**src/rtl/sequenceur_chute.sv**
```systemverilog
// Game-flow sequencer for the three-column brick stack: spawn, gravity fall, landing, game over.
// Optional macro TROIS_CLEAR_EN adds a CLEAR state that removes a full bottom row after each landing.
module sequenceur_chute #(
    parameter int unsigned TICK_DIV = 25000000,
    parameter logic [2:0]  ROW_TOP  = 3'd7
) (
    input  logic       clk,
    input  logic       reset,
    input  logic       start,
    input  logic       fastDrop,
    input  logic [1:0] col,
    output logic [2:0] row,
    output logic [2:0] hauteurGauche,
    output logic [2:0] hauteurCentre,
    output logic [2:0] hauteurDroite,
    output logic       landed,
    output logic       gameOver,
    output logic [7:0] score,
    output logic [2:0] etat
);

    localparam int unsigned      CNT_W     = (TICK_DIV > 2) ? $clog2(TICK_DIV) : 1;
    localparam logic [CNT_W-1:0] TICK_LAST = CNT_W'(TICK_DIV - 1);

`ifdef TROIS_CLEAR_EN
    typedef enum logic [2:0] {
        IDLE  = 3'd0,
        SPAWN = 3'd1,
        FALL  = 3'd2,
        LAND  = 3'd3,
        CLEAR = 3'd4,
        OVER  = 3'd5
    } etat_t;
`else
    typedef enum logic [2:0] {
        IDLE  = 3'd0,
        SPAWN = 3'd1,
        FALL  = 3'd2,
        LAND  = 3'd3,
        OVER  = 3'd5
    } etat_t;
`endif

    etat_t            state, state_next;
    logic [CNT_W-1:0] cnt;
    logic [1:0]       sel_col;
    logic [2:0]       h_sel;
    logic             step;

    function automatic logic [2:0] inc_sat(input logic [2:0] h);
        return (h >= ROW_TOP) ? ROW_TOP : h + 3'd1;
    endfunction

    // Column 3 does not exist on the board; it aliases to the centre column.
    always_comb begin
        sel_col = (col == 2'd3) ? 2'd1 : col;
        case (sel_col)
            2'd0:    h_sel = hauteurGauche;
            2'd2:    h_sel = hauteurDroite;
            default: h_sel = hauteurCentre;
        endcase
        step = fastDrop || (cnt == TICK_LAST);
    end

    always_comb begin
        state_next = state;
        case (state)
            IDLE:  if (start) state_next = SPAWN;
            SPAWN: state_next = (h_sel >= ROW_TOP) ? OVER : FALL;
            FALL:  if (step && (row <= h_sel)) state_next = LAND;
`ifdef TROIS_CLEAR_EN
            LAND:  state_next = CLEAR;
            CLEAR: state_next = SPAWN;
`else
            LAND:  state_next = SPAWN;
`endif
            OVER:  if (start) state_next = SPAWN;
            default: state_next = IDLE;
        endcase
    end

    // Heights and score move on the landing edge so they are already visible during LAND.
    always_ff @(posedge clk) begin
        if (reset) begin
            state         <= IDLE;
            row           <= ROW_TOP;
            hauteurGauche <= 3'd0;
            hauteurCentre <= 3'd0;
            hauteurDroite <= 3'd0;
            landed        <= 1'b0;
            gameOver      <= 1'b0;
            score         <= 8'd0;
            cnt           <= '0;
        end else begin
            state    <= state_next;
            landed   <= (state_next == LAND);
            gameOver <= (state_next == OVER);
            case (state)
                SPAWN: begin
                    row <= ROW_TOP;
                    cnt <= '0;
                end
                FALL: begin
                    if (step) begin
                        cnt <= '0;
                        if (row <= h_sel) begin
                            score <= score + 8'd1;
                            case (sel_col)
                                2'd0:    hauteurGauche <= inc_sat(hauteurGauche);
                                2'd2:    hauteurDroite <= inc_sat(hauteurDroite);
                                default: hauteurCentre <= inc_sat(hauteurCentre);
                            endcase
                        end else begin
                            row <= row - 3'd1;
                        end
                    end else begin
                        cnt <= cnt + 1'b1;
                    end
                end
`ifdef TROIS_CLEAR_EN
                CLEAR: begin
                    if ((hauteurGauche != 3'd0) && (hauteurCentre != 3'd0) &&
                        (hauteurDroite != 3'd0)) begin
                        hauteurGauche <= hauteurGauche - 3'd1;
                        hauteurCentre <= hauteurCentre - 3'd1;
                        hauteurDroite <= hauteurDroite - 3'd1;
                        score         <= score + 8'd1;
                    end
                end
`endif
                OVER: begin
                    if (start) begin
                        hauteurGauche <= 3'd0;
                        hauteurCentre <= 3'd0;
                        hauteurDroite <= 3'd0;
                        score         <= 8'd0;
                    end
                end
                default: ;
            endcase
        end
    end

    assign etat = state;

endmodule

```
**config.mk**
```make
export PLATFORM = sky130hd
export DESIGN_NAME = sequenceur_chute
export DESIGN_NICKNAME = d
export VERILOG_FILES = /design/src/rtl/sequenceur_chute.sv
export SDC_FILE = /design/constraint.sdc
export NUM_CORES = 1
export LEC_CHECK = 0
export ABC_CLOCK_PERIOD_IN_PS = 3800
export CORE_MARGIN = 5
export CORE_UTILIZATION = 50
export DETAILED_ROUTE_END_ITERATION = 12
export DONT_BUFFER_PORTS = 1
export GPL_TIMING_DRIVEN = 0
export RECOVER_POWER = 25
export SYNTH_ARGS = -nofsm -noshare
export SYNTH_HDL_FRONTEND = slang
export SYNTH_SLANG_ARGS = --single-unit
```
**constraint.sdc**
```tcl
create_clock -name clk -period 3.8 [get_ports clk]
set_input_delay 0.38 -clock clk [delete_from_list [all_inputs] [get_ports clk]]
set_output_delay 0.38 -clock clk [all_outputs]
set_load 0.02 [all_outputs]
```
After elaboration in Yosys (flattened, before gate mapping)
Index checks and enable logic that the tools add are counted.
{"block": "word_totals", "reg_bits": 50, "inputBits": 6, "out_inout_bits": 25, "elab_cells": 80}
{"block": "classes", "addsub": 6, "magnitude_cmp": 5, "n_eq_ne": 16, "mux": 31, "reduce_logical": 13}
{"op": "$mux W3", "n": 18}
{"op": "$pmux W25 S2", "n": 1}
{"op": "$pmux W3 S2", "n": 5}
{"op": "$add A25 B1 Y25 const B", "n": 1}
{"op": "$eq A25 B25 Y1 const B", "n": 1}
{"op": "$mux W25", "n": 1}
{"op": "$mux W8", "n": 3}
{"op": "$pmux W8 S2", "n": 1}
{"op": "$reduce_and A5 Y1", "n": 3}
{"op": "$ge A3 B3 Y1 const B", "n": 4}
{"op": "$pmux W3 S4", "n": 1}
{"op": "$ne A2 B2 Y1 const B", "n": 5}
{"op": "$add A3 B1 Y3 const B", "n": 3}
{"op": "$eq A3 B2 Y1 const B", "n": 3}
{"op": "$add A8 B1 Y8 const B", "n": 1}
{"op": "$eq A3 B3 Y1 const B", "n": 2}
{"op": "$eq A2 B2 Y1 const B", "n": 2}
{"op": "$ne A2 B1 Y1 const B", "n": 2}
{"op": "$reduce_and A4 Y1", "n": 1}
{"op": "$reduce_bool A2 Y1", "n": 2}
{"op": "$reduce_or A2 Y1", "n": 2}
{"op": "$eq A3 B1 Y1 const B", "n": 1}
{"op": "$le A3 B3 Y1", "n": 1}
{"op": "$logic_not A3 Y1", "n": 1}
{"op": "other kinds (6)", "n": 6}

Longest topological paths before layout
Gate-level depths: netlist of run 1.
{"block": "logic_depth", "ltp_word": 9, "depth_mapped": 9, "ltp_nobuf": 8}

Worst setup path after synthesis of run 1
OpenSTA, ideal clock, no wires.
{"block": "synth_timing", "kind": "in2reg", "start": "input col[1]", "end": "register score[7]", "t_arrival_ps": 2677, "required_time_ps": 3730, "slack_ps": 1053, "stages": 9, "n_path_buf": 1, "path_cell_list": "clkbuf_1 mux2_2 mux2i_1 ha_1 and3b_1 nor3_2 o2111ai_1 or4_1 a21oi_1"}
{"block": "synth_between", "elab_chain_len": 7}
{"element": "start, declared", "line": "11", "rtl": "input logic [1:0] col,"}
{"element": "$eq A2 B2 Y1", "line": "56", "rtl": "sel_col = (col == 2'd3) ? 2'd1 : col;"}
{"element": "$mux W2 (*)", "line": "56"}
{"element": "$eq A2 B2 Y1 / $logic_not A2 Y1 (equally long branches)", "line": "57", "rtl": "case (sel_col)"}
{"element": "$pmux W3 S2 (*)", "line": "57"}
{"element": "$le A3 B3 Y1 (*)", "line": "106", "rtl": "if (row <= h_sel) begin"}
{"element": "$ne A2 B2 Y1 (no line) (*)"}
{"element": "$reduce_and A4 Y1 (no line) (*)"}
{"element": "end signal, assigned", "line": "107", "rtl": "score <= score + 8'd1;"}
{"element": "end, declared", "line": "18", "rtl": "output logic [7:0] score,"}
Mark *: on every way between the ends. The rest lies on a longest branch, timed or not.
A chain may end at the register's enable or synchronous reset.

Worst setup path after layout of run 1
{"block": "layout_timing", "start": "register hauteurDroite[1]", "end": "register score[7]"}
{"block": "layout_between", "elab_chain_len": 4}
{"element": "start, declared", "line": "15", "rtl": "output logic [2:0] hauteurDroite,"}
{"element": "start signal, assigned", "line": "110", "rtl": "2'd2: hauteurDroite <= inc_sat(hauteurDroite);"}
{"element": "$pmux W3 S2", "line": "57"}
{"element": "$le A3 B3 Y1", "line": "106"}
{"element": "$ne A2 B2 Y1 (no line)"}
{"element": "$reduce_and A4 Y1 (no line)"}
Every way passes these cells.

==> results of run 1 <==
==> critical path: cells and delay by family, from the launching register on <==
kind	cells	cell delay (ns)
simple gates	3	1.11
mux	2	0.51
compound gates	2	0.45
flops	1	0.44
fa+ha+maj	1	0.27
==> per-layer routing <==
layer	wire, um	GRT usage (%)
met3	384	4.71
met4	95	5.76
met5	0	0
met1	3600	28.8
met2	3120	31.4
==> cell type report <==
type	count	area, um2
buffer	11	55.1
clock buffer	6	82.6
tap	72	90.1
clock inverter	1	30.0
inverter	16	60.1
fill	545	2470
multi-input combinational	274	1780
sequential	50	1000
==> metrics by stage <==
stage | util [%] | instances | total power [uW] | hold slack (ns)
finish | 55.6 | 430 | 1000 | 0.286
global route | 55.6 | 430 | 1050 | 0.279
CTS | 55.6 | 430 | 1010 | 0.274
detailed placement | 53.6 | 423 | 620 | 0.488
global placement | 53.6 | 423 | 619 | 0.486
floorplan | - | 351 | 599 | 0.459
==> final timing paths <==
check | start | endpoint | cells after the start
hold / removal | reset | hauteurDroite[0]$_SDFFE_PP0P_ | 2
setup reg to reg | hauteurDroite[1]$_SDFFE_PP0P_ | score[7]$_SDFFE_PP0P_ | 8
hold reg to reg | cnt[23]$_SDFFE_PP0P_ | cnt[23]$_SDFFE_PP0P_ | 2
setup / recovery | hauteurDroite[1]$_SDFFE_PP0P_ | score[7]$_SDFFE_PP0P_ | 8
==> cell families (layout without fill, tap and decap cells) <==
logic type               after synthesis  after routing  share of synthesized area, %
XOR/XNOR                               9              9                          2.72
multiplexers                           9              9                          3.28
AND/OR/NAND/NOR                      138            138                          27.1
buffers and inverters                 27             34                          3.97
AO/OA/AOI/OAI                        106            106                          23.2
adder cells (fa/ha/maj)               12             12                          5.18
flip-flops                            50             50                          34.5
==> cells in the mapped netlist, types with 5 or more instances <==
cell | count | area, um2
o21ai_0 | 23 | 115
ha_1 | 12 | 150
a21o_1 | 9 | 67.6
nand3_1 | 15 | 75.1
inv_1 | 16 | 60.1
or3_1 | 8 | 50.1
clkbuf_1 | 5 | 18.8
xor2_1 | 6 | 52.6
mux2i_1 | 5 | 50.1
dfxtp_1 | 50 | 1000
nand2b_1 | 8 | 50.1
nor3_1 | 11 | 55.1
o22ai_1 | 5 | 31.3
buf_2 | 5 | 25.0
and3_1 | 5 | 31.3
a31oi_1 | 8 | 50.1
nor2_1 | 24 | 90.1
a21oi_1 | 30 | 150
or4_1 | 7 | 52.6
nand4_1 | 9 | 56.3
nand2_1 | 23 | 86.3
==> power by group through the flow <==
stage / combinational (uW) / sequential, uW / clock, uW
6_report: 71.9 / 536 / 394
4_1_cts: 71.8 / 536 / 404
3_3_place_gp: 70.7 / 548 / 0
5_1_grt: 80.6 / 536 / 428
3_5_place_dp: 71.5 / 548 / 0
2_1_floorplan: 52.8 / 546 / 0
==> registers in the layout, indices dropped and copies added (netlist names) <==
register / count
hauteurDroite: 3
gameOver: 1
cnt: 25
score: 8
etat: 3
row: 3
hauteurCentre: 3
landed: 1
hauteurGauche: 3
==> qor.yml, run 1 <==
slew_headroom_pct: 17.2
post_cts_buffers: 0
path_cells: "mux2_2 > mux2i_1 > ha_1 > and3b_1 > nor3_2 > o2111ai_1 > or4_1 > a21oi_1"
synth-seq-cells: 50
yosysWarnings: 0
setup_tns_ns: 0
hold_path_class: "input port to flip-flop"
worstPathMaxFanout: 7
layout_common_cells: "dfxtp_1, a21oi_1, nor2_1, nand2_1, o21ai_0"
max_freq_mhz: 353
syn2layout_area_growth_pct: 6.99
p_per_area_nw_per_um2: 323
cts_buffer_depth: 2
ys_types: 57
outcome: "finished, final reports clean"
worst_slew_pin_slew_ns: 1.21
clock_power_share_pct: 39.4
wl_per_cell_um: 16.8
setup_viol: 0
worstSetupStartpointType: "flip-flop"
finClkSkew_ns: 0.00421
layout_min_cycle_time_ns: 2.83
antenna_left: 0
worstSkewPairLatency_ns: 0.30
synthesis.area_um2: 2900
endpoint_kind: "flip-flop"
core_um2: 5570
slowest_stage: "or4_1"
first_global_vias: 2492
via_per_inst: 6.17
port_buffers: 0
htree_levels: 2
p_comb_share_pct: 7.2
final_common_cell: "dfxtp_1"
dominantRegCellSynth: "dfxtp_1"
maxSlewViolCount: 0
crit_path_max_incr_delay_ns: 0.54
dieWidth_um: 86.1
post_synth_inst_count: 351
hold_buffers: 0
syn_avg_cell_area_um2: 8.26
place_congestion: 0.836
p_switching_uw: 241
reg2reg_slack_ns: 0.97
dieArea_um2: 7420
drive_gt1_share_pct: 8.10
drcViolationCount: 0
clk_pin_slew_worst_paths_ns: 0.09
cts-root-buf: "clkbuf_8"
synthesis.nets: 369
internal_power_uw: 761
track_usage_pct: 20.5
cts_num_sinks: 50
hold_viol: 0
setup_slack_ns: 0.968
cts_tree: "done"
dpl_worst_slack_ns: 0.690
cts_resized: 0
grt_start_max_net_pins: 15
switching_share_pct: 24.1
cts_made_buffers: 5
final_cell_area_um2: 3100
rsz0062_at_grt: "false"
drt_iter0_drc: 203
grt_antenna_before_repair: 0
rows: 27
critPathArrivalTime_ns: 3.08
seq_area_frac_synth_pct: 34.5
hpwl_um: 5310
num_vias: 2652
die_height_um: 86.1
wirelength_um: 7210
synth_edf_count: 0
io_pins: 31
finalCritPeriodShare_pct: 74.5
grt_overflow: 0
p_leak_uw: 0.00112
crit_required_ns: 4.04
grt_pass1_wl_um: 12400
initial_core_util_pct: 52.0
placed_cell_area_um2: 2990
ir_drop_uv: 185
maxCapViolations: 0
first_pass_iters: 4
num-nets-final: 376
critPathKind: "flip-flop to flip-flop"
async_flop_share_pct: 0
n_antenna_cell: 0
seqPwrFrac_pct: 53.5
Power figures use the tool's default switching activity.
==> inputs of run 2 (changes only) <==
Settings changed: ABC_CLOCK_PERIOD_IN_PS 3800 to 2700.
Clock period 3.8 ns to 2.7 ns, I/O delays scaled along.
==> run 2 against run 1 <==
Worst hold slack worse by 0.11 ns. Via count rose by 1.8%. Final area up 2.7%. Count of clock-buffer cells in the layout unchanged. Critical path type unchanged. Critical endpoint unchanged.
==> qor.yml, run 2 (same netlist as run 1, synthesis figures left out) <==
slew_headroom_pct: 40.8
layout_common_cells: "dfxtp_1, a21oi_1, nor2_1, nand2_1, o21ai_0"
final_cell_area_um2: 3180
num_vias: 2701
final_common_cell: "dfxtp_1"
cts_buffer_depth: 2
drcViolationCount: 0
die_height_um: 86.1
htree_levels: 2
largest-register: "cnt"
num-nets-final: 378
dieArea_um2: 7420
largest_reg_flops: 25
place_congestion: 0.836
port_buffers: 0
cts_tree: "done"
met3WireLength_um: 537
routed.top_layer: "met4"
max_freq_mhz: 387
route.met2.wl_um: 3120
cts_num_sinks: 50
outcome: "finished, final reports clean"
reg_top3: "cnt x25, score x8"
worstPathMaxFanout: 6
wl_per_cell_um: 16.8
io_pins: 31
p_per_area_nw_per_um2: 442
crit_required_ns: 2.94
hold_viol: 0
placed_cell_area_um2: 2990
rows: 27
cts_made_buffers: 5
wirelength_um: 7270
maxCapViolations: 0
drt_iter0_drc: 129
finalCritPeriodShare_pct: 95.7
track_usage_pct: 20.6
met1_length_um: 3510
dieWidth_um: 86.1
cts-root-buf: "clkbuf_8"
first_global_vias: 2512
ir_drop_uv: 266
hold_path_class: "input port to flip-flop"
first_pass_iters: 5
critPathArrivalTime_ns: 2.83
grt_start_max_net_pins: 15
via_per_inst: 6.25
worstSetupStartpointType: "flip-flop"
n_antenna_cell: 0
syn2layout_area_growth_pct: 9.84
core_um2: 5570
endpoint_kind: "flip-flop"
p_leak_uw: 0.00115
timing.hold.ws_ns: 0.175
maxSlewViolCount: 0
clk_pin_slew_worst_paths_ns: 0.09
setup_viol: 0
initial_core_util_pct: 52.0
antenna_left: 0
finClkSkew_ns: 0.00807
worstSkewPairLatency_ns: 0.30
grt_overflow: 0
grt_pass1_wl_um: 12400
layout_min_cycle_time_ns: 2.58
worst_slew_pin_slew_ns: 0.885
drive_gt1_share_pct: 10.8
totalPowerFinal_uw: 1410
grt_antenna_before_repair: 0
hpwl_um: 5310
critPathKind: "flip-flop to flip-flop"
-- run 2: cell types whose count changed in the layout (fill, tap and decap cells not counted), moves of 2 or more --
| cell | change |
|---|---|
| buf_4 | +2 |
| dfxtp_4 | +4 |
| buf_2 | -2 |
| clkbuf_4 | +2 |
| dfxtp_2 | +2 |
| dfxtp_1 | -6 |
-- run 2: report_power, final --
group / total [uW] / internal [uW] / switching, uW
Sequential: 750 / 737 / 12.8
Clock: 555 / 297 / 258
Combinational: 103 / 33.4 / 69.7
-- run 2: per-stage QoR --
stage / util, % / instances / setup slack, ns / TNS [ns]
6_report: 57.1 / 432 / 0.116 / 0
5_1_grt: 57.1 / 432 / -0.00901 / -0.00901
4_1_cts: 55.9 / 430 / 0.0144 / 0
3_5_place_dp: 53.6 / 423 / -0.300 / -1.08
3_3_place_gp: 53.6 / 423 / -0.278 / -0.948
2_1_floorplan: - / 351 / 0.0628 / 0
-- run 2: critical path, stage by stage (launching register included) --
cell	delay [ns]
dfxtp_4	0.39
mux2_2	0.29
mux2i_1	0.17
ha_1	0.27
and3b_1	0.24
nor3_4	0.18
buf_4	0.17
o2111ai_4	0.16
or4_1	0.51
a21oi_1	0.15
-- run 2: metal layers --
| layer | vias to the layer above | global-route usage [%] |
|---|---|---|
| met3 | 8 | 4.61 |
| met1 | 1271 | 28.8 |
| li1 | 1334 | - |
| met5 | - | 0 |
| met2 | 88 | 31.8 |
| met4 | 0 | 5.76 |
-- run 2: final cells by class --
class                           count  area [um2]
Buffer                             11        60.1
Clock buffer                        6        82.6
Clock inverter                      1        30.0
Fill cell                         538        2390
Inverter                           16        60.1
Multi-Input combinational cell    274        1830
Sequential cell                    50        1020
Tap cell                           72        90.1
Timing Repair Buffer                2        15.0
-- run 2: final timing paths --
| kind | from | end | slack [ns] | cells after the start |
|---|---|---|---|---|
| max | hauteurGauche[1]$_SDFFE_PP0P_ | score[7]$_SDFFE_PP0P_ | 0.12 | 9 |
| min | reset | hauteurDroite[0]$_SDFFE_PP0P_ | 0.18 | 2 |
| max reg2reg | hauteurGauche[1]$_SDFFE_PP0P_ | score[7]$_SDFFE_PP0P_ | 0.12 | 9 |
| min reg2reg | cnt[23]$_SDFFE_PP0P_ | cnt[23]$_SDFFE_PP0P_ | 0.50 | 2 |
-- run 2: what timing repair did --
action | CTS | global route
cloned | 0 | 0
setup buffers | 0 | 2
endpoints found under the setup margin | 2 | 20
hold buffers | 0 | 0
pin swaps | 0 | 2
gates resized for setup | 3 | 17
==> patch 1, RTL diff (settings of run 2) <==
`TICK_DIV`: 25000000 -> 12500000.
--- a/src/rtl/sequenceur_chute.sv
+++ b/src/rtl/sequenceur_chute.sv
@@ -2,5 +2,5 @@
 // Optional macro TROIS_CLEAR_EN adds a CLEAR state that removes a full bottom row after each landing.
 module sequenceur_chute #(
-    parameter int unsigned TICK_DIV = 25000000,
+    parameter int unsigned TICK_DIV = 12500000,
     parameter logic [2:0]  ROW_TOP  = 3'd7
 ) (
Check against the original RTL: no difference found for any inputs over 10 cycles, from zero or initial values and one cycle with reset high; that may be too few to reach the edited logic, so the function may still have changed.
==> patch 1 against run 2 <==
- routed wire length about the same
- sequential power up 2%
- core utilization down 1.1 points
- power up 1.5%
- final cell count down 2.3%
- sequential cell count down 1
- setup slack worse by 0.014 ns
- synthesized area down 0.56%
- cell area down 2.4%
- critical path type unchanged
- critical endpoint is now score[6]
==> patch 1: results (changes against run 2) <==
status=completed; Synth top cells by count=dfxtp_1, nand2_1, a21oi_1; clock skew=0.00679 ns (-0.00128 ns); worst reg2reg startpoint=hauteurDroite[0]; Reg2Reg Setup Slack=~0.10 ns; Reg area=987 µm² (-3.1%); number of clock buffers in the layout=7 (+1); worst-margin pin slew=0.751 ns (-0.134 ns); Non-CTS buffers=18 (+5); Netlist cell types=53 (-7.0%); nets=367 (-2.9%); GP Congestion=0.848 (+1.4%); share of cells above drive strength 1=12.0% (+1.2 points); Setup WS pre-CTS=-0.0183 ns (+0.282 ns); Crit Path Max Fanout=10 (+4); arrival time at the worst endpoint=2.84 ns (about the same); CTS root buffer=clkbuf_8; DR vias/cell=6.30 (+0.70%); multi-input gates=265 (-3.3%); Non-clock inverters=10 (-6); first-pass GRT wire length=11.8 mm (-5.1%); Clk network pwr share=33.6% (-5.8 points); reg2reg path depth=10 (+1); drt first-iter violations=255 (+98%); Syn Nets=360 (-2.4%); mux cell area share after synthesis=6.08% (+2.8 points); met2 usage=28.5% (-3.3 points); Seq/Total Area, Yosys=34.0% (-0.50 points); wl on met1=3.71 mm (+5.5%); Met2 Routed Length=3.15 mm (+1.1%); compound-cell area share of the yosys netlist=23.0% (-0.22 points); worst-skew pair later-pin latency=0.30 ns (about the same); Worst VDD drop=0.192 mV (-28%); Sw Pwr=0.408 mW (+20%); non-clk buf share=3.55% (+1.2 points); Synth Area in Adders=5.21% (+0.029 points); Seq cells=49 (-2.0%); post-CTS setup buffers=0 (unchanged); GR Layer Usage met1=29.4% (+0.55 points); Fill cells=544 (+1.1%); Pre-Repair DR Iteration Count=4 (-1); Synth Area in XOR/XNOR=0.304% (-2.4 points); wire per inst=17.2 µm (+2.3%); Final Critical Period=2.60 ns (+0.0145 ns); Flop pwr share=53.7% (+0.4 points); dpl hpwl=5.23 mm (-1.6%); top post-synthesis cells by area=dfxtp_1, ha_1, a31oi_1; vias in the first global route=2336 (-7.0%); Top Registers=cnt (24), score (8); met3 WL=372 µm (-31%); Total Routing Usage GR=19.6% (-1.1 points); FF-to-FF End=score[6]; met3 Use GR=3.94% (-0.67 points); clk tree area frac=3.26% (-0.27 points); Post-CTS Resized=1 (-2); Leak Pwr=1.16 nW (+0.91%); ant diodes=0 (unchanged); Critical Path Max Stage Delay=0.47 ns (-0.04 ns); area occupied by multi-input gates=0.00178 mm² (-2.6%)
-- patch 1: worst min-delay path by stage --
stage	from	end	slack (ns)	cells after the start
floorplan	cnt[23]	cnt[23]	0.43	1
global placement	cnt[10]	cnt[10]	0.46	1
detailed placement	cnt[20]	cnt[20]	0.46	1
CTS	start	etat[2]	0.17	2
global route	start	etat[2]	0.19	2
finish	start	etat[2]	0.19	2
-- patch 1: metrics by stage --
| stage | cells | total power [mW] | instance area, µm² | utilization, % | TNS, ns |
|---|---|---|---|---|---|
| 6_report | 422 | 1.43 | 3110 | 56.1 | 0 |
| 5_1_grt | 422 | 1.50 | 3110 | 56.1 | 0 |
| 3_5_place_dp | 414 | 0.961 | 2970 | 53.6 | -0.0387 |
| 4_1_cts | 422 | 1.44 | 3070 | 55.5 | 0 |
| 2_1_floorplan | 342 | 0.909 | 2880 | - | 0 |
| 3_3_place_gp | 414 | 0.959 | 2970 | 53.6 | 0 |
==> patch 2, RTL diff (flow settings as in run 2) <==
Without the edit above. Add an input register stage for `start`, `fastDrop` and `col`; this delays them by one clock.
--- a/src/rtl/sequenceur_chute.sv
+++ b/src/rtl/sequenceur_chute.sv
@@ -22,4 +22,14 @@
     localparam int unsigned      CNT_W     = (TICK_DIV > 2) ? $clog2(TICK_DIV) : 1;
     localparam logic [CNT_W-1:0] TICK_LAST = CNT_W'(TICK_DIV - 1);
+
+    logic start_q;
+    logic fastDrop_q;
+    logic [1:0] col_q;
+
+    always_ff @(posedge clk) begin
+        start_q    <= start;
+        fastDrop_q <= fastDrop;
+        col_q      <= col;
+    end
 
 `ifdef TROIS_CLEAR_EN
@@ -54,5 +64,5 @@
     // Column 3 does not exist on the board; it aliases to the centre column.
     always_comb begin
-        sel_col = (col == 2'd3) ? 2'd1 : col;
+        sel_col = (col_q == 2'd3) ? 2'd1 : col_q;
         case (sel_col)
             2'd0:    h_sel = hauteurGauche;
@@ -60,5 +70,5 @@
             default: h_sel = hauteurCentre;
         endcase
-        step = fastDrop || (cnt == TICK_LAST);
+        step = fastDrop_q || (cnt == TICK_LAST);
     end
 
@@ -66,5 +76,5 @@
         state_next = state;
         case (state)
-            IDLE:  if (start) state_next = SPAWN;
+            IDLE:  if (start_q) state_next = SPAWN;
             SPAWN: state_next = (h_sel >= ROW_TOP) ? OVER : FALL;
             FALL:  if (step && (row <= h_sel)) state_next = LAND;
@@ -75,5 +85,5 @@
             LAND:  state_next = SPAWN;
 `endif
-            OVER:  if (start) state_next = SPAWN;
+            OVER:  if (start_q) state_next = SPAWN;
             default: state_next = IDLE;
         endcase
@@ -130,5 +140,5 @@
 `endif
                 OVER: begin
-                    if (start) begin
+                    if (start_q) begin
                         hauteurGauche <= 3'd0;
                         hauteurCentre <= 3'd0;
Behaviour: not the same (Yosys sat finds a counterexample within 4 cycles, from zero or initial values and one cycle with reset high).
==> patch 2 against run 2 <==
- die area is 1.5% higher
- synthesized area is 1.7% higher
- power is 0.33% higher
- cell area is 0.86% higher
- routed wire length is 3.9% lower
- setup slack worse by 0.0059 ns
- sequential cell count is 4 higher
- count of clock-buffer cells in the layout is 1 higher
- critical path type unchanged
- critical endpoint is now score[4]
==> patch 2: results (changes against run 2) <==
status=completed; CTS clk-pin slew, worst paths=0.10 ns; CTS Buffer Depth=2 (unchanged); H-tree Lvls=2 (unchanged); largest net degree at the start of global routing=16 (+1); DR vias/cell=6.17 (-1.4%); Pre-Repair DR Iteration Count=4 (-1); clock skew=0.00773 ns (-0.000342 ns); top post-synthesis cells by area=dfxtp_1, ha_1, a21oi_1; GP Congestion=0.773 (-7.5%); Seq/Total Area, Yosys=36.7% (+2.1 points); Sw Pwr=0.360 mW (+5.6%); post-CTS setup buffers=0 (unchanged); worst-margin pin slew=0.737 ns (-0.149 ns); Hold Crit Class=primary input to flop; initial antenna violation count=0 (unchanged); Leak Pwr=1.19 nW (+3.6%); worst-skew pair later-pin latency=0.30 ns (about the same); Port Buffers=0 (unchanged); wire per inst=16.5 µm (-1.9%); vias in the first global route=2485 (-1.1%); dpl hpwl=5.08 mm (-4.5%); Synth top cells by count=dfxtp_1, a21oi_1, nand2_1; DP Area=0.00304 mm² (+1.8%); drt first-iter violations=133 (+3.1%); asr flop ratio synth=0% (unchanged); arrival time at the worst endpoint=2.83 ns (about the same); CTS root buffer=clkbuf_8; Synth Warn #=0 (unchanged); Crit Path Max Fanout=10 (+4); cts bufs inserted=5 (unchanged); share of cells above drive strength 1=13.2% (+2.4 points); Syn Nets=355 (-3.8%); first-pass GRT wire length=12.1 mm (-2.6%); Total Routing Usage GR=19.7% (-0.93 points); nets=365 (-3.4%); Top Registers=cnt (25), score (8); ant diodes=0 (unchanged); CP Launch Type=flop; Fill cells=574 (+6.7%); Worst VDD drop=0.222 mV (-17%); Setup WS pre-CTS=-0.00864 ns (+0.291 ns); Crit Path Class=flop to flop
## patch 2: cell count changes after synthesis, moves of 5 or more
cell / delta
nor3_1: -6
or3_1: -5
nand2_1: +6
a21o_1: -5
inv_1: -8
o21ai_0: -5
mux2i_1: +9
o22ai_1: -5
nor2_1: -6
nand3b_1: +9
## patch 2: power by group through the flow
stage                     clock, mW  sequential (mW)  combinational, mW
after floorplan                   0            0.840             0.0828
after global placement            0            0.843              0.110
after detailed placement          0            0.843              0.111
after CTS                     0.492            0.825              0.116
after global routing          0.525            0.829              0.130
final                         0.472            0.827              0.114
## patch 2: cells by family (layout without fill, tap and decap cells)
logic type      after synthesis  after routing  share of synthesized area, %
xor+xnor                      8              8                          2.38
fa+ha+maj                    12             12                          5.09
compound gates               82             82                          17.6
flops                        54             54                          36.7
mux                          18             18                          6.28
simple gates                140            140                          28.3
buf+inv                      23             34                          3.73
## patch 2: worst max-delay path, stage by stage (launching register included)
cell and delay, ns:
dfxtp_4 0.38, mux2_2 0.36, mux2i_4 0.18, ha_1 0.30
a21oi_2 0.15, nand3_1 0.15, and2_4 0.23, buf_4 0.17
or4_1 0.48, a21oi_1 0.13
## patch 2: layout make-up
class                      instances  area, µm²  share of cell area, %
clock buffer                       7       86.3                   2.69
buffer                            14       78.8                   2.46
inverter                           8       30.0                  0.935
timing repair buffer               4       40.0                   1.25
sequential                        54       1090                   34.0
clock inverter                     1       5.00                  0.156
tap                               75       93.8                   2.92
multi-input combinational        260       1790                   55.6
## patch 2: final timing paths
check                               from       end  slack (ns)  cells after the start
worst max register to register  col_q[1]  score[4]        0.11                      9
worst min-delay path               reset    cnt[8]        0.24                      3
worst max-delay path            col_q[1]  score[4]        0.11                      9
worst min register to register   cnt[24]   cnt[24]        0.49                      2
## patch 2: repair_timing
action | CTS | global route
hold endpoints to repair | 4 | 0
gates resized for setup | 5 | 11
hold buffers | 4 | 0
pin swaps | 0 | 4
endpoints found under the setup margin | 2 | 11
## patch 2: metal layers
| metal | GRT usage [%] | up-vias | wire length [µm] |
|---|---|---|---|
| met5 | 0 | - | 0 |
| met4 | 5.81 | 0 | 99 |
| met3 | 3.71 | 9 | 330 |
| met2 | 33.7 | 61 | 3470 |
| met1 | 25.1 | 1252 | 3080 |
| li1 | - | 1287 | - |
## patch 2: stage by stage
step / std cells / setup TNS [ns] / hold slack, ns / power [mW]
floorplan: 337 / 0 / 0.298 / 0.922
global placement: 412 / 0 / 0.298 / 0.953
detailed placement: 412 / -0.0120 / 0.298 / 0.954
CTS: 424 / 0 / 0.239 / 1.43
global route: 423 / -0.000236 / 0.262 / 1.48
finish: 423 / 0 / 0.244 / 1.41
